==> src/rtl/ae350_aopd_rst_seq.sv <==
`default_nettype none
// ============================================================================
// Module   : ae350_aopd_rst_seq
// Purpose  : Always-on power-domain reset sequencer. Releases NUM_CH
//            active-low resets in order (bit 0 first), spaced by STEP_CYC
//            cycles. A re-reset request on channel k re-asserts channel k and
//            all higher channels for at least MIN_ASSERT cycles, then
//            re-releases them in order.
// Revision : 1.0 - initial release
// ----------------------------------------------------------------------------
// Parameters:
//   NUM_CH     - number of sequenced channels (1..16)
//   STEP_CYC   - cycles between consecutive releases (>=1)
//   MIN_ASSERT - minimum re-assertion width in cycles (>=1)
// Ports:
//   clk_32k          in   always-on 32 kHz clock
//   por_dbg_mix_rstn in   asynchronous active-low reset
//   rst_req          in   per-channel level re-reset request
//   test_mode        in   scan/test mode select
//   test_rstn        in   test reset driven out while bypass is active
//   rst_out_n        out  sequenced active-low resets
//   seq_done         out  high while every channel is released
//   last_req_ch      out  channel index of the most recent re-reset
// Configuration macro:
//   AE350_AOPD_RST_SEQ_TEST_BYPASS_EN - when defined, test_mode=1 forces all
//   outputs from test_rstn; when undefined test_mode/test_rstn are unused.
// ============================================================================
module ae350_aopd_rst_seq #(
  parameter int NUM_CH     = 4,
  parameter int STEP_CYC   = 4,
  parameter int MIN_ASSERT = 8
) (
  input  logic                                     clk_32k,
  input  logic                                     por_dbg_mix_rstn,
  input  logic [NUM_CH-1:0]                        rst_req,
  input  logic                                     test_mode,
  input  logic                                     test_rstn,
  output logic [NUM_CH-1:0]                        rst_out_n,
  output logic                                     seq_done,
  output logic [((NUM_CH > 1) ? $clog2(NUM_CH) : 1)-1:0] last_req_ch
);

  localparam int PTR_W   = (NUM_CH > 1) ? $clog2(NUM_CH) : 1;
  localparam int CNT_MAX = (STEP_CYC > MIN_ASSERT) ? STEP_CYC : MIN_ASSERT;
  localparam int CNT_W   = (CNT_MAX > 1) ? $clog2(CNT_MAX) : 1;

  localparam logic [CNT_W-1:0] STEP_RLD = CNT_W'(STEP_CYC - 1);
  localparam logic [CNT_W-1:0] HOLD_RLD = CNT_W'(MIN_ASSERT - 1);
  localparam logic [PTR_W-1:0] LAST_CH  = PTR_W'(NUM_CH - 1);

  localparam logic [1:0] ST_RELEASE = 2'd0;
  localparam logic [1:0] ST_HOLD    = 2'd1;
  localparam logic [1:0] ST_DONE    = 2'd2;

  logic [1:0]        state_q,    state_d;
  logic [PTR_W-1:0]  ptr_q,      ptr_d;
  logic [CNT_W-1:0]  cnt_q,      cnt_d;
  logic [NUM_CH-1:0] rst_out_q,  rst_out_d;
  logic              seq_done_q, seq_done_d;
  logic [PTR_W-1:0]  last_q,     last_d;

  logic              req_any_w;
  logic [PTR_W-1:0]  req_idx_w;
  logic              req_qual_w;

  // Lowest set request bit wins; scanning downward lets the lowest index
  // overwrite any higher one.
  always_comb begin
    req_any_w = |rst_req;
    req_idx_w = '0;
    for (int i = NUM_CH - 1; i >= 0; i--) begin
      if (rst_req[i]) req_idx_w = PTR_W'(i);
    end
  end

  // While releasing, only channels already released (below ptr) can be
  // re-reset; higher channels are still held in reset anyway.
  always_comb begin
    case (state_q)
      ST_RELEASE: req_qual_w = req_any_w && (req_idx_w < ptr_q);
      default:    req_qual_w = req_any_w;
    endcase
  end

  always_comb begin
    state_d    = state_q;
    ptr_d      = ptr_q;
    cnt_d      = cnt_q;
    rst_out_d  = rst_out_q;
    seq_done_d = seq_done_q;
    last_d     = last_q;

    if (req_qual_w) begin
      // A request outranks any release due on the same edge.
      for (int i = 0; i < NUM_CH; i++) begin
        if (i >= int'(req_idx_w)) rst_out_d[i] = 1'b0;
      end
      seq_done_d = 1'b0;
      if ((state_q == ST_DONE) || (req_idx_w < ptr_q)) ptr_d = req_idx_w;
      last_d  = req_idx_w;
      cnt_d   = HOLD_RLD;
      state_d = ST_HOLD;
    end else begin
      case (state_q)
        ST_RELEASE: begin
          if (cnt_q != '0) begin
            cnt_d = cnt_q - 1'b1;
          end else begin
            rst_out_d[ptr_q] = 1'b1;
            cnt_d            = STEP_RLD;
            if (ptr_q == LAST_CH) begin
              state_d    = ST_DONE;
              seq_done_d = 1'b1;
            end else begin
              ptr_d = ptr_q + 1'b1;
            end
          end
        end
        ST_HOLD: begin
          if (cnt_q == '0) begin
            state_d = ST_RELEASE;
            cnt_d   = STEP_RLD;
          end else begin
            cnt_d = cnt_q - 1'b1;
          end
        end
        ST_DONE: ;
        default: begin
          state_d = ST_RELEASE;
          cnt_d   = STEP_RLD;
        end
      endcase
    end
  end

  always_ff @(posedge clk_32k or negedge por_dbg_mix_rstn) begin
    if (!por_dbg_mix_rstn) begin
      state_q    <= ST_RELEASE;
      ptr_q      <= '0;
      cnt_q      <= STEP_RLD;
      rst_out_q  <= '0;
      seq_done_q <= 1'b0;
      last_q     <= '0;
    end else begin
      state_q    <= state_d;
      ptr_q      <= ptr_d;
      cnt_q      <= cnt_d;
      rst_out_q  <= rst_out_d;
      seq_done_q <= seq_done_d;
      last_q     <= last_d;
    end
  end

  assign last_req_ch = last_q;

`ifdef AE350_AOPD_RST_SEQ_TEST_BYPASS_EN
  // In test mode the sequencer keeps running but is hidden behind test_rstn.
  assign rst_out_n = test_mode ? {NUM_CH{test_rstn}} : rst_out_q;
  assign seq_done  = test_mode ? test_rstn : seq_done_q;
`else
  logic unused_test_w;
  assign unused_test_w = test_mode ^ test_rstn;
  assign rst_out_n     = rst_out_q;
  assign seq_done      = seq_done_q;
`endif

endmodule
`default_nettype wire
==> config.mk <==
export PLATFORM = sky130hd
export DESIGN_NAME = ae350_aopd_rst_seq
export DESIGN_NICKNAME = d
export VERILOG_FILES = /design/src/rtl/ae350_aopd_rst_seq.sv
export SDC_FILE = /design/constraint.sdc
export NUM_CORES = 1
export LEC_CHECK = 0
export CAP_MARGIN = 30
export CORE_MARGIN = 3
export CORE_UTILIZATION = 65
export DETAILED_ROUTE_END_ITERATION = 10
export DONT_BUFFER_PORTS = 1
export HOLD_SLACK_MARGIN = 0.1
export PLACE_DENSITY = 0.81
export SLEW_MARGIN = 20
export SYNTH_ARGS = -nofsm -noshare
export SYNTH_HDL_FRONTEND = slang
export SYNTH_SLANG_ARGS = --single-unit
==> constraint.sdc <==
create_clock -name clk_32k -period 3.48 [get_ports clk_32k]
set_input_delay 0.348 -clock clk_32k [delete_from_list [all_inputs] [get_ports clk_32k]]
set_output_delay 0.348 -clock clk_32k [all_outputs]
set_load 0.005 [all_outputs]
==> flow_metrics.py <==
metrics = {
    "global_route": {
        "grt_start_max_net_pins": 15,
        "grt_antenna_before_repair": 0,
        "global_route_wire_length_before_repair_um": 2990,
        "grt_pass1_vias": 672,
        "grt_util_all_layers": 0.208,
        "grt_overflow_total": 0,
    },
    "worst_setup_path": {
        "cp_data_required_time_ns": 3.65,
        "startpoint_type": "input pin",
        "worst_r2r_path_depth": 7,
        "slowest_stage": "sky130_fd_sc_hd__nor3_1",
        "critPathBufInv": 0,
        "critical_path.cell_chain": "nor2_1, nor3_1, ha_1, nor2b_1, o21ai_1, and2_1, a21oi_1, o22a_1",
        "timing.reg2reg.setup_slack_ns": 1.48,
        "r2r-start": "ptr_q[1]",
        "critPathMaxStageDelay_ns": 0.40,
        "critical_path.max_fanout": 9,
        "path_class": "in2reg",
        "critPathCaptureType": "flip-flop",
        "cp_data_arrival_time_ns": 2.22,
        "worst_reg2reg_path_endpoint": "rst_out_n[2]",
        "crit_family": "simple AND/OR/NAND/NOR gates",
    },
    "clock_tree": {
        "clock_path_buffers": 2,
        "cts_inserted_buffers": 3,
        "clock_sink_count": 14,
        "cts-htree-levels": 1,
        "cts.reportedPaths.clkPinSlew_ns": 0.08,
        "postCtsSetupRepairBufs": 0,
        "postCtsResizedCells": 0,
        "worstSkewPairLatency_ns": 0.27,
        "cts.root.buffer_cell": "sky130_fd_sc_hd__clkbuf_4",
        "tritoncts": "done",
    },
    "logic_synthesis": {
        "asyncSetResetFlopFracSynth": 1.00,
        "synth_cells": 96,
        "synth_adder_area_share": 0.0949,
        "synth_mux_area_frac": 0.0217,
        "avgSynthCellArea_um2": 9.62,
        "dominantRegCellSynth": "sky130_fd_sc_hd__dfrtp_1",
        "synth_top_family_by_area": "compound AO/OA/AOI/OAI gates",
        "synth-simple-area-share": 0.209,
        "mapped_cell_area_um2": 923,
        "synth_compound_gate_area_share": 0.233,
        "synthXorXnorAreaFrac": 0,
        "synth.net_count": 111,
        "sequential_to_total_area_share_from_yosys_stat": 0.382,
        "post_synth_num_cell_types": 40,
        "number_of_synthesized_flops_with_an_enable_pin": 0,
        "yosysWarnings": 0,
        "synth_seq_cells": 14,
    },
    "die": {
        "num_rows": 12,
        "die-area_mm2": 0.00191,
        "floorplan.die.width_um": 43.7,
        "core_region_area_mm2": 0.00122,
        "start_util": 0.759,
        "floorplan.io_pins": 15,
        "die_height_um": 43.7,
    },
    "sta": {
        "maxSlewHeadroom": 0.568,
        "timing.final.crit_share": 0.590,
        "timing_worst_slew_pin_value_ns": 0.646,
        "rsz_0062_raised_after_global_routing": "no",
        "final.setup.worst_slack_ns": 1.43,
        "hold_viol_final": 0,
        "maxSlewViolCount": 0,
        "period_minus_slack_ns": 2.05,
        "fmax_mhz": 487,
        "totalNegativeSetupSlack_ns": 0,
        "finalSetupViolCount": 0,
        "final.setup_skew_ns": 0.00320,
    },
    "finish": {
        "fin_area_um2": 966,
        "layout_area_overhead_pct": 4.61,
        "nets": 114,
        "final-instance-count-excl-fill": 112,
        "num_antenna_cells": 0,
        "layout-drive-gt1-share": 0.143,
    },
    "min_path": {
        "hold_start": "rst_req[1]",
        "whs_path_depth": 3,
        "worst_hold_end": "rst_out_n[1]",
        "worstHoldPathType": "in2reg",
    },
    "routing": {
        "wire_length_per_cell_um": 16.1,
        "avgViaCountPerCell": 6.44,
        "drt-pass1-iter-count": 4,
        "ant_nets": 0,
        "detailroute.via_count": 721,
        "total_routed_wirelength_um": 1810,
        "drt_iter0_drc": 29,
        "drcViolationCount": 0,
    },
    "run_status": {
        "outcome": "completed",
    },
    "power_and_ir_drop": {
        "sw_frac": 0.334,
        "share_clk_of_total_power": 0.259,
        "p_seq_frac": 0.434,
        "power.net_switching_mw": 0.148,
        "power_density_mw_per_mm2": 459,
        "power_frac_comb": 0.307,
        "peak_supply_drop_v": 0.000326,
        "p_leak_nw": 0.423,
        "power_report.internal_total_mw": 0.295,
    },
    "placed_design": {
        "placement.io_buffers": 0,
        "place_area_um2": 920,
        "place_inst": 107,
        "routabilityCongestion": 0.883,
        "dp_slack_ns": 1.25,
        "sum_of_net_half_perimeters_after_detailed_placement_um": 1320,
    },
    "flow_run": {
        "max_cap_violations": 0,
    },
}
tightest hold or removal path: cells and delay by family:
| kind | cells | cell delay, ns |
|---|---|---|
| AND/OR/NAND/NOR | 2 | 0.08 |
| AO/OA/AOI/OAI | 1 | 0.07 |
state kept, by name, summed over array words and instances, names as in the netlist:
register     cells
seq_done         1
cnt_q            3
rst_out_n        4
state_q          2
last_req_ch      2
ptr_q            2
power groups by stage:
stage	sequential [mW]	clock, mW	combinational, mW
floorplan	0.190	0	0.111
global placement	0.194	0	0.125
detailed placement	0.195	0	0.128
CTS	0.191	0.118	0.134
global route	0.195	0.124	0.154
finish	0.192	0.115	0.136
cells by family after synthesis:
kind of cell | after synthesis
buffers and inverters | 12
multiplexers | 2
AO/OA/AOI/OAI | 28
AND/OR/NAND/NOR | 33
adder cells (fa/ha/maj) | 7
flip-flops | 14
timing repair:
| action | 4_1_cts | 5_1_grt |
|---|---|---|
| endpoints found under the hold margin | 14 | 0 |
| hold buffers | 1 | 0 |
| setup endpoints to repair | 0 | 0 |
placed cells by master, fill, tap and decap left out, drive strengths merged:
| cell | count |
|---|---|
| nand3 | 1 |
| dlygate4sd3 | 1 |
| a22o | 2 |
| a41oi | 1 |
| a31oi | 1 |
| o311ai | 1 |
| ha | 7 |
| nor2b | 3 |
| o2111ai | 1 |
| nand2 | 8 |
| or2 | 1 |
| inv | 9 |
| and3 | 1 |
| nor4b | 1 |
| o22ai | 1 |
| a21o | 1 |
| a31o | 1 |
| nor2 | 10 |
| and2 | 1 |
| a21oi | 8 |
| clkbuf | 4 |
| or2b | 1 |
| a221oi | 1 |
| o21a | 1 |
| o22a | 1 |
| o221ai | 1 |
| o21ai | 4 |
| a22oi | 1 |
| mux2i | 2 |
| nand2b | 1 |
| nor3 | 3 |
| o2bb2ai | 1 |
| dfrtp | 12 |
| dfstp | 2 |
| nor4 | 2 |
| a221o | 1 |
stage by stage:
step	total power, mW	hold WS, ns	utilization
final	0.443	0.266	0.794
after global placement	0.319	0.0527	0.756
after floorplan	0.301	0.0524	-
after global routing	0.473	0.285	0.794
after CTS	0.444	0.263	0.794
after detailed placement	0.323	0.0528	0.756
cell type report:
class	count	area, um^2
Multi-Input combinational cell	70	515
Inverter	9	33.8
Fill cell	77	250
Sequential cell	14	353
Tap cell	14	17.5
Clock buffer	4	36.3
Timing Repair Buffer	1	10.0
cell usage after synthesis (2+ instances only):
library cell,n,area share
sky130_fd_sc_hd__nor3_1,3,0.016
sky130_fd_sc_hd__o21ai_1,3,0.016
sky130_fd_sc_hd__mux2i_1,2,0.022
sky130_fd_sc_hd__nor2_1,10,0.041
sky130_fd_sc_hd__a21oi_1,7,0.038
sky130_fd_sc_hd__dfrtp_1,12,0.33
sky130_fd_sc_hd__nand2_1,8,0.033
sky130_fd_sc_hd__nor2b_1,2,0.014
sky130_fd_sc_hd__buf_2,2,0.011
sky130_fd_sc_hd__inv_1,9,0.037
sky130_fd_sc_hd__ha_1,7,0.095
sky130_fd_sc_hd__dfstp_2,2,0.057
sky130_fd_sc_hd__a22o_1,2,0.019
how the worst max path moves through the flow:
stage,startpoint,endpoint,cells after the start
after global routing,ptr_q[1],rst_out_n[2],7
after global placement,rst_req[2],rst_out_n[2],8
after CTS,rst_req[2],rst_out_n[2],8
final,rst_req[2],rst_out_n[2],8
after detailed placement,rst_req[2],rst_out_n[2],8
after floorplan,rst_req[0],ptr_q[1],8
metal layers:
metal,vias to the layer above,GRT usage,wire (um)
li1,346,-,-
met1,340,0.277,806
met2,29,0.323,852
met3,6,0.0332,105
met4,0,0.108,44
met5,-,0,0
Power figures use the tool's default switching activity.
